`src/rtl/open_mem_wr_arbiter.sv`:
```
// Round-robin arbiter for the single write port of the open-lane memory, with a zero-clear sequencer.
// Latency: grant is combinational; the memory write strobe, lane and data are registered one cycle after the grant.
// Backpressure: requesters hold i_req until o_gnt[r] is high; no grants are issued while clearing or in an i_clr cycle.
module open_mem_wr_arbiter #(
  parameter int NREQ   = 4,
  parameter int AWIDTH = 2,
  parameter int DWIDTH = 8
) (
  input  logic                     clk,
  input  logic                     rst,
  input  logic [NREQ-1:0]          i_req,
  input  logic [NREQ*AWIDTH-1:0]   i_lane,
  input  logic [NREQ*DWIDTH-1:0]   i_data,
  input  logic                     i_clr,
  output logic [NREQ-1:0]          o_gnt,
  output logic [$clog2(NREQ)-1:0]  o_gnt_id,
  output logic                     o_busy,
  output logic                     o_mem_wr,
  output logic [AWIDTH-1:0]        o_mem_wlane,
  output logic [DWIDTH-1:0]        o_mem_wdata
);

  localparam int IDW   = $clog2(NREQ);
  localparam int LANES = 1 << AWIDTH;

  typedef enum logic {CLEAR, ARB} state_t;

  state_t            state, state_nxt;
  logic [AWIDTH-1:0] cnt;
  logic [IDW-1:0]    last;
  logic [IDW-1:0]    pick, hi_id, lo_id;
  logic              hi_any, lo_any;
  logic [AWIDTH-1:0] lane_sel;
  logic [DWIDTH-1:0] data_sel;
  logic              cnt_last;

  assign cnt_last = (cnt == AWIDTH'(LANES - 1));

  // Round-robin pick: lowest requester above the pointer, else lowest requester overall (wrap).
  always_comb begin
    hi_id  = '0;
    lo_id  = '0;
    hi_any = 1'b0;
    lo_any = 1'b0;
    for (int i = NREQ - 1; i >= 0; i--) begin
      if (i_req[i]) begin
        lo_id  = IDW'(i);
        lo_any = 1'b1;
        if (i > int'(last)) begin
          hi_id  = IDW'(i);
          hi_any = 1'b1;
        end
      end
    end
    pick = hi_any ? hi_id : lo_id;
  end

  // Select the picked requester's lane and data for the write registers.
  always_comb begin
    lane_sel = '0;
    data_sel = '0;
    for (int i = 0; i < NREQ; i++) begin
      if (int'(pick) == i) begin
        lane_sel = i_lane[i*AWIDTH +: AWIDTH];
        data_sel = i_data[i*DWIDTH +: DWIDTH];
      end
    end
  end

  // Next state and combinational grant/busy outputs; i_clr beats any request in ARB.
  always_comb begin
    state_nxt = state;
    o_busy    = 1'b0;
    o_gnt     = '0;
    o_gnt_id  = '0;
    case (state)
      CLEAR: begin
        o_busy = 1'b1;
        if (cnt_last) state_nxt = ARB;
      end
      ARB: begin
        if (i_clr) begin
          state_nxt = CLEAR;
        end else if (lo_any) begin
          o_gnt    = NREQ'(1) << pick;
          o_gnt_id = pick;
        end
      end
      default: state_nxt = CLEAR;
    endcase
  end

  // State register; reset enters the clear sequence.
  always_ff @(posedge clk or negedge rst) begin
    if (!rst) state <= CLEAR;
    else      state <= state_nxt;
  end

  // Write-port registers, clear counter and round-robin pointer.
  always_ff @(posedge clk or negedge rst) begin
    if (!rst) begin
      cnt         <= '0;
      last        <= IDW'(NREQ - 1);
      o_mem_wr    <= 1'b0;
      o_mem_wlane <= '0;
      o_mem_wdata <= '0;
    end else begin
      case (state)
        CLEAR: begin
          o_mem_wr    <= 1'b1;
          o_mem_wlane <= cnt;
          o_mem_wdata <= '0;
          cnt         <= cnt_last ? '0 : cnt + 1'b1;
        end
        ARB: begin
          if (i_clr) begin
            o_mem_wr <= 1'b0;
            cnt      <= '0;
          end else if (lo_any) begin
            o_mem_wr    <= 1'b1;
            o_mem_wlane <= lane_sel;
            o_mem_wdata <= data_sel;
            last        <= pick;
          end else begin
            o_mem_wr <= 1'b0;
          end
        end
        default: o_mem_wr <= 1'b0;
      endcase
    end
  end

endmodule

```
`config.mk`:
```
export PLATFORM = sky130hd
export DESIGN_NAME = open_mem_wr_arbiter
export DESIGN_NICKNAME = d
export VERILOG_FILES = /design/src/rtl/open_mem_wr_arbiter.sv
export SDC_FILE = /design/constraint.sdc
export NUM_CORES = 1
export LEC_CHECK = 0
export CAP_MARGIN = 0
export CORE_MARGIN = 2
export CORE_UTILIZATION = 49
export DETAILED_ROUTE_END_ITERATION = 7
export DONT_BUFFER_PORTS = 1
export GPL_TIMING_DRIVEN = 0
export PLACE_DENSITY = 0.62
export SLEW_MARGIN = 20
export SYNTH_ARGS = -nofsm -noshare
export SYNTH_HDL_FRONTEND = slang
export SYNTH_SLANG_ARGS = --single-unit
```
`constraint.sdc`:
```
create_clock -name clk -period 4.4 [get_ports clk]
set_input_delay 1.1 -clock clk [delete_from_list [all_inputs] [get_ports clk]]
set_output_delay 1.1 -clock clk [all_outputs]
set_load 0.01 [all_outputs]
```
==> metrics.md, run 1 <==
| Metric | Value |
|---|---|
| Worst slack at placement | `1.07 ns` |
| FILL cells | `221` |
| Root Buffer | `clkbuf_4` |
| Synth cell count leaders | `nor2_1 (15), dfrtp_1 (14), a21o_1 (9), nand2_1 (9), a22oi_1 (7)` |
| Slew margin rel. | `0.576` |
| Cell row count | `17` |
| Gate power share | `0.497` |
| Chip height | `51.7 um` |
| Instance count on the critical path | `6` |
| Most frequent cell after synthesis | `nor2_1` |
| Worst setup SP type | `input port` |
| CP top delay family | `simple AND/OR/NAND/NOR gates` |
| Mapped Cells | `124` |
| Fin cells | `156` |
| Vias in the first global route | `965` |
| TritonRoute pass-1 iters | `6` |
| Total gr overflow | `0` |
| Type of the worst min-delay path | `in -> async` |
| Initial antenna violation count | `0` |
| Crit path time final | `3.32 ns` |
| Pins Over Slew Limit | `0` |
| DP HPWL | `2180 um` |
| I/O pins | `65` |
| Crit path buf inv count | `2` |
| DR vias/cell | `6.33` |
| Distinct cells, synth | `40` |
| Crit Path Category | `in -> out` |
| # DRC | `0` |
| Port-buffer cells | `0` |
| Post-synthesis cell area | `1120 um^2` |
| Sw Ratio | `0.433` |
| Slew @ Worst Pin | `0.631 ns` |
| First-pass GRT wire length | `4540 um` |
| Reg2reg setup slack | `2.45 ns` |
| Clock-pin slew on the worst setup and hold paths | `0.10 ns` |
| Cts bufs inserted | `3` |
| # setup viols final | `0` |
| Flop pwr share | `0.368` |
| Setup WS post-layout | `1.08 ns` |
| PostCTS Resize Cnt | `0` |
| Post-DRT Antenna Nets | `0` |
| CTS Sinks | `16` |
| Worst path max stage delay | `0.29 ns` |
| Clock Tree Buf Depth | `2` |
| Synth area leader | `dfrtp_1` |
| Clk pwr share | `0.134` |
| Sequential share of the synthesized area | `0.361` |
| Drt total wl | `2920 um` |
| Status | `finished clean` |
| Leakage power | `0.560 nW` |
| Final Hold Viols | `0` |
| Die area | `2680 um^2` |
| Worst endpoint required time | `3.30 ns` |
| Initial Utilization | `0.509` |
| TritonCTS clock tree | `built` |
| #FFs+latches synth | `16` |
| Critical path cell sequence | `nor4_1, o21a_1, inv_2, nand2_1, buf_2, nor3_1` |
| F_max | `0.301 GHz` |
| Max_cap viols | `0` |
| Share of the synthesized area in the top cell type | `0.314` |
| Largest net degree at the start of global routing | `17` |
| Routability congestion estimate | `0.772` |
| Crit Reg-Reg Endpoint | `o_mem_wdata[7]$_DFFE_PN0P_` |
| CTS H-Tree Depth | `1` |
| Critical path data arrival time | `2.22 ns` |
| Post-synth EDFFs | `0` |
| Setup_tns | `0 ns` |
| Via Count | `987` |
| Post-CTS Setup Repair Bufs | `0` |
| Final hold slack | `0.479 ns` |
| Core area | `2190 um^2` |
| Clock latency on the worst-skew pair | `0.30 ns` |
| Area growth syn-to-layout | `6.39%` |
| Worst setup startpoint | `i_req[1]` |
| Setup Skew | `0.00976 ns` |
| RSZ-0062 raised after global routing | `false` |
| VDD IR max | `262 uV` |
| All-Layer GR Usage | `0.234` |
| Synth async-reset ratio | `1.00` |
| Critical Path End Type | `primary output` |
| Net count after synthesis | `172` |
| Die W | `51.7 um` |
| Core Util, Final | `0.542` |
| Syn avg cell area | `9.00 um^2` |
| Synth top area cells | `dfrtp_1 (31%), a21o_1 (6.1%), nor2_1 (5.0%)` |
| Share of cells above drive strength 1 | `0.156` |
| FF-to-FF path depth | `7` |
| Diode count | `0` |
| R2r startpoint | `last[1]$_DFFE_PN1P_` |
| Starting DRT DRC Count | `11` |
| Final worst path period share | `0.754` |
| Worst-path maximum fanout | `10` |
| Internal Pwr Total | `426 uW` |
| Power density of the placed cells | `633 nW/um^2` |
| Cts hold-fix bufs | `0` |
| Wirelength per Cell | `18.7 um` |
| YS warnings | `0` |
| Post-Place Cells | `152` |
| Final net count | `177` |
| Top_reg_cell synth | `dfrtp_1` |
| Psw | `326 uW` |
| Slowest cell on the critical path | `nor4_1` |
==> worst register-to-register path, stage by stage (launching register included) <==
cell and delay, ns:
dfstp_2 0.54, buf_6 0.12, nand2_1 0.05, a31oi_1 0.19, nand2_1 0.19, nor3_4 0.51
a22o_1 0.22, a21o_1 0.08
==> placed cells by master (no fill, tap or decap), types with 4 or more instances in the layout <==
master,n
o21ai_0,4
a21o_1,9
a22o_1,5
mux2_1,4
a22oi_1,7
a21oi_1,5
nand2_1,9
nor2_1,15
nand3_1,4
dfrtp_1,14
==> routing by layer <==
| metal | wire length [um] | vias up | share of wire | global-route usage |
|---|---|---|---|---|
| met4 | 38 | 0 | 0.013 | 0.0789 |
| li1 | - | 470 | - | - |
| met3 | 203 | 5 | 0.070 | 0.0546 |
| met1 | 1260 | 472 | 0.43 | 0.293 |
| met5 | 0 | - | 0 | 0 |
| met2 | 1420 | 40 | 0.49 | 0.395 |
==> cell families (layout without fill, tap and decap cells) <==
group           count (synthesis)  after routing  share of synthesized area
buf+inv                        11             15                     0.0572
fa+ha+maj                       1              1                     0.0112
compound gates                 48             48                      0.328
mux                             6              6                     0.0583
flops                          16             16                      0.361
simple gates                   42             42                      0.184
==> power by group through the flow <==
stage	clock network, mW	registers (mW)	logic [mW]
6_report	0.101	0.277	0.374
5_1_grt	0.110	0.283	0.419
4_1_cts	0.102	0.277	0.376
3_5_place_dp	0	0.279	0.374
3_3_place_gp	0	0.279	0.361
2_1_floorplan	0	0.267	0.307
==> worst max path at each step <==
stage                          end  slack [ns]
final                     o_gnt[0]        1.08
after global routing      o_gnt[0]        0.98
after CTS                 o_gnt[0]        1.06
after detailed placement  o_gnt[0]        1.07
after global placement    o_gnt[0]        1.07
after floorplan           o_gnt[0]        1.28
==> registers in the layout (all words and copies together), names as in the netlist <==
signal,flops
state,1
last,2
o_mem_wr,1
o_mem_wdata,8
cnt,2
o_mem_wlane,2
==> through the flow <==
step           total power, mW  instance area [um^2]
2_1_floorplan            0.574                  1120
3_3_place_gp             0.640                  1150
3_5_place_dp             0.653                  1150
4_1_cts                  0.756                  1190
5_1_grt                  0.812                  1190
6_report                 0.752                  1190
==> cell type report <==
type	count	area, um^2	area share
buffer	7	48.8	0.0411
sequential	16	403	0.339
clock buffer	4	36.3	0.0306
tap	28	35.0	0.0295
inverter	4	15.0	0.0126
multi-input combinational	97	649	0.547
Power figures use the tool's default switching activity.
==> inputs of run 2 (changes only) <==
- PLACE_DENSITY: 0.62 -> 0.64
- clock period: 4.4 -> 2.73 ns (I/O delays scaled with it)
==> run 2 against run 1 <==
Final area unchanged. Critical endpoint unchanged. Clock power increased by 60%. Via count decreased by 2.3%. Worst hold slack got worse by 0.41 ns. Utilization unchanged. Largest power group unchanged. Register-to-register slack got worse by 1.7 ns. Sequential cell count unchanged. Sequential share of layout area unchanged. Worst setup slack got worse by 0.95 ns. Combinational power increased by 57%. Highest routed layer unchanged.
==> metrics.md, run 2 (synthesis results as in run 1) <==
| Metric | Value |
|---|---|
| Status | `finished clean` |
| Commonest non-fill, non-tap cells in the layout | `nor2_1 (15), dfrtp_1 (14), nand2_1 (9), a21o_1 (9), a22oi_1 (7)` |
| # setup viols final | `0 (unchanged)` |
| F_max | `0.384 GHz` |
| Share of cells above drive strength 1 | `0.156 (unchanged)` |
| Crit path time final | `2.60 ns` |
| Setup Skew | `0.000851 ns (-0.00891 ns)` |
| Max_cap viols | `0 (unchanged)` |
| Die W | `51.7 um (unchanged)` |
| Core area | `2190 um^2 (unchanged)` |
| Clock Tree Buf Depth | `2 (unchanged)` |
| Max FFs per register | `8 (unchanged)` |
| First-pass GRT wire length | `4390 um (-3.3%)` |
| All-Layer GR Usage | `0.228 (-0.00627)` |
| R2r startpoint | `last[1]$_DFFE_PN1P_` |
| Metal2 WL | `1340 um (-5.5%)` |
| Slew @ Worst Pin | `0.603 ns (-0.0284 ns)` |
| Final net count | `177 (unchanged)` |
| Final worst path period share | `0.953` |
| Worst path max stage delay | `0.54 ns (+0.25 ns)` |
| DR vias/cell | `6.18 (-2.3%)` |
| Multi-input logic area | `649 um^2 (unchanged)` |
| Post-DRT Antenna Nets | `0 (unchanged)` |
| Crit Reg-Reg Endpoint | `o_mem_wdata[2]$_DFFE_PN0P_` |
| Wirelength per Cell | `18.0 um (-3.8%)` |
| Root Buffer | `clkbuf_4` |
| PostCTS Resize Cnt | `0 (unchanged)` |
| Post-CTS Setup Repair Bufs | `0 (unchanged)` |
| Largest net degree at the start of global routing | `17 (unchanged)` |
| FF-to-FF path depth | `7 (unchanged)` |
| VDD IR max | `536 uV (+100%)` |
| Cts bufs inserted | `3 (unchanged)` |
| Die area | `2680 um^2 (unchanged)` |
| Reg2reg setup slack | `0.80 ns (-1.65 ns)` |
| DP HPWL | `2170 um (-0.35%)` |
| Worst endpoint required time | `2.05 ns (-1.25 ns)` |
| Post-Place Cells | `152 (unchanged)` |
| Routability congestion estimate | `0.795 (+2.9%)` |
| Pins Over Slew Limit | `0 (unchanged)` |
| Initial Utilization | `0.509 (unchanged)` |
| DR WL met3 | `246 um (+21%)` |
| Via Count | `964 (-2.3%)` |
| RSZ-0062 raised after global routing | `false` |
| Chip height | `51.7 um (unchanged)` |
| FILL cells | `205 (-7.2%)` |
| Slew margin rel. | `0.595 (+0.0190)` |
| Drt total wl | `2810 um (-3.8%)` |
| Area growth syn-to-layout | `6.39% (unchanged)` |
| Worst setup startpoint | `last[1]$_DFFE_PN1P_` |
| Commonest non-fill, non-tap cell in the layout | `nor2_1` |
| Critical Path End Type | `primary output` |
| Final Hold Viols | `0 (unchanged)` |
| Crit Path Category | `reg -> out` |
| Largest register by flop count | `o_mem_wdata` |
| Initial antenna violation count | `0 (unchanged)` |
| I/O pins | `65 (unchanged)` |
| CTS Sinks | `16 (unchanged)` |
| Worst-path maximum fanout | `10 (unchanged)` |
| Total gr overflow | `0 (unchanged)` |
| Vias in the first global route | `971 (+0.62%)` |
| Power density of the placed cells | `1010 nW/um^2 (+59%)` |
| Final hold slack | `0.0691 ns (-0.410 ns)` |
| Type of the worst min-delay path | `in -> async` |
| Fin cells | `156 (unchanged)` |
| TritonRoute pass-1 iters | `4 (-2)` |
| M1 WL | `1170 um (-6.7%)` |
| Port-buffer cells | `0 (unchanged)` |
| Reg area | `403 um^2 (unchanged)` |
| Total power | `1.20 mW (+59%)` |
| Worst setup SP type | `register` |
| Clock latency on the worst-skew pair | `0.29 ns (about the same)` |
| Critical path data arrival time | `1.92 ns (-0.30 ns)` |
| Core Util, Final | `0.542 (unchanged)` |
| TritonCTS clock tree | `built` |
| Clock-pin slew on the worst setup and hold paths | `0.10 ns (about the same)` |
| Cts hold-fix bufs | `0 (unchanged)` |
| Slowest cell on the critical path | `dfstp_2` |
| Setup_tns | `0 ns (unchanged)` |
| Cell row count | `17 (unchanged)` |
| # DRC | `0 (unchanged)` |
| Diode count | `0 (unchanged)` |
| DR top layer | `met4` |
| Leakage power | `0.560 nW (unchanged)` |
| Starting DRT DRC Count | `20 (+9)` |
| Critical path cell sequence | `buf_6, mux2i_1, o22a_2, o21ai_2, buf_2, nor3_1` |
| CTS H-Tree Depth | `1 (unchanged)` |
==> run 2: cell counts in the layout (fill, tap and decap cells not counted) <==
No cell type changed its count.
==> run 2: through the flow <==
stage / setup slack, ns / cell area [um^2]
6_report: 0.128 / 1190
5_1_grt: 0.0387 / 1190
4_1_cts: 0.116 / 1190
3_5_place_dp: 0.299 / 1150
3_3_place_gp: 0.239 / 1150
2_1_floorplan: 0.445 / 1120
==> run 2: worst max path at each step <==
stage | end | slack (ns) | depth (start not counted)
final | o_gnt[0] | 0.13 | 6
after global routing | o_gnt_id[1] | 0.04 | 6
after CTS | o_gnt[0] | 0.12 | 6
after detailed placement | o_gnt[1] | 0.30 | 6
after global placement | o_gnt[0] | 0.24 | 6
after floorplan | o_gnt[0] | 0.44 | 6
==> run 2: final cells by class <==
type	count	area share
Buffer	7	0.0411
Clock buffer	4	0.0306
Inverter	4	0.0126
Multi-Input combinational cell	97	0.547
Sequential cell	16	0.339
Tap cell	28	0.0295
==> run 2: routing by layer <==
metal,track usage,vias to the layer above
met4,0.127,0
met5,0,-
li1,-,465
met2,0.361,47
met1,0.282,446
met3,0.0575,6
==> run 2: where the power goes <==
group / switching [mW] / internal, mW / leakage (nW)
sequential: 0.102 / 0.344 / 0.200
clock: 0.0805 / 0.0814 / 0.0210
combinational: 0.326 / 0.262 / 0.339
==> run 2: critical path, delay by kind of cell (launching register included) <==
kind            cells  cell delay, ns
flops               1            0.54
simple gates        1            0.34
buf+inv             2            0.29
compound gates      2            0.27
mux                 1            0.18
==> variant (config.mk and constraints of run 2) <==
`NREQ`: 4 -> 2.
--- a/src/rtl/open_mem_wr_arbiter.sv
+++ b/src/rtl/open_mem_wr_arbiter.sv
@@ -2,7 +2,7 @@
 // Latency: grant is combinational; the memory write strobe, lane and data are registered one cycle after the grant.
 // Backpressure: requesters hold i_req until o_gnt[r] is high; no grants are issued while clearing or in an i_clr cycle.
 module open_mem_wr_arbiter #(
-  parameter int NREQ   = 4,
+  parameter int NREQ   = 2,
   parameter int AWIDTH = 2,
   parameter int DWIDTH = 8
 ) (
Interface: changed (5 resized); port bits go from 65 to 40. No check against the original RTL was run, so the function may have changed too.
==> variant against run 2 <==
- design area down 35%
- cell count is 50% lower
- worst setup slack improved by 0.31 ns
- core utilization up 3.5 points
- area after synthesis fell by 35%
- synthesized cell count fell by 52%
- clock power decreased by 27%
- first-iteration DRC count shrank 70%
- worst hold slack gained 0.030 ns
- sequential cell count shrank 1
- power down 43%
- wire length fell by 47%
- largest power group is now registers
==> variant: results (changes against run 2) <==
[placement]
dpl.cell_count=74  ; -51%
hpwlAfterDp_um=1121  ; -48%
placed_cell_area_um2=743.2  ; -35%
gp_congestion=0.8501  ; +7.0%

[timing]
tightest_slew_ns=0.4529  ; -0.1500 ns
finalCritPeriodShare_pct=83.92  ; -11 points
hold_slack_ns=0.09898  ; +0.02992 ns
skew_ns=0.0009231  ; +0.00007205 ns

[critical_path]
cp.arrival_ns=1.61  ; -0.31 ns
cp_slowest_cell=dfrtp_1
critPathLaunch=state$_DFF_PN0_
regToRegSetupSlack_ns=1.33  ; +0.53 ns
r2r_cells=4  ; -3

[status]
status=finished clean

[pwr]
p_clk_w=0.000119  ; -27%
cellLeakagePower_nw=0.3461  ; -38%
combinationalPower_w=0.000203  ; -65%
seq-power_w=0.000358  ; -20%
vdd.ir_drop.worst_mv=0.4977  ; -7.1%
p_sw_w=0.0002345  ; -54%

[cells_and_area]
nNetsFinal=90  ; -49%
synthToLayoutAreaGrowth_pct=6.218
nFillCells=110  ; -46%
drive_gt1_share_pct=15.87  ; +0.25 points

[synth]
synth_nets=85  ; -51%
ys_seq_area_share_pct=51.99  ; +16 points
avgSynthCellArea_um2=12.28  ; +36%
synth.distinct_cells=24  ; -40%
synth_area_leaders=dfrtp_1 48%, mux2i_1 12%, o2bb2ai_1 9.7%
netlist_top_cells_count=14 x dfrtp_1, 9 x mux2i_1, 8 x o2bb2ai_1

[clock_network]
clk_pin_slew_worst_paths_ns=0.08  ; -0.02 ns
clock_latency_ns=0.27  ; -0.02 ns

[global_routing]
track_usage_pct=17.18  ; -5.6 points
grt_max_degree=16  ; -1
first_global_vias=497  ; -49%
met2_usage_pct=28.00  ; -8.1 points
met3_usage_pct=5.603  ; -0.14 points

[route]
met2_length_um=740  ; -45%
dr.first_iter.drc_count=6  ; -70%
dr_wl_met3_um=113  ; -54%
wl_per_cell_um=18.96  ; +5.5%
wl_met1_um=614  ; -48%
vias_per_cell=6.564  ; +6.2%

[variant: changes by cell type in the layout (fill, tap and decap cells not counted), sizes merged, moves of 7 or more]
cell | before | now
mux2i | 2 | 9
o2bb2ai | 0 | 8
nand2 | 9 | 0
o21ai | 8 | 1
nor2 | 15 | 3
a22oi | 7 | 0
a21o | 9 | 2
[variant: area by class of cell]
type,instances,area share [%]
sequential,15,48.94
buffer,4,3.902
multi-input combinational,38,40.33
clock buffer,4,3.415
inverter,2,0.9756
tap,15,2.439
[variant: cells by family (layout without fill, tap and decap cells)]
| logic type | Yosys count | after routing | share of synthesized area [%] |
|---|---|---|---|
| AOI/OAI and AO/OA | 19 | 19 | 22.11 |
| DFF | 15 | 15 | 51.99 |
| muxes | 9 | 9 | 12.44 |
| and+or+nand+nor | 9 | 9 | 6.562 |
| buffers and inverters | 6 | 10 | 5.181 |
| adders and majority gates | 1 | 1 | 1.727 |
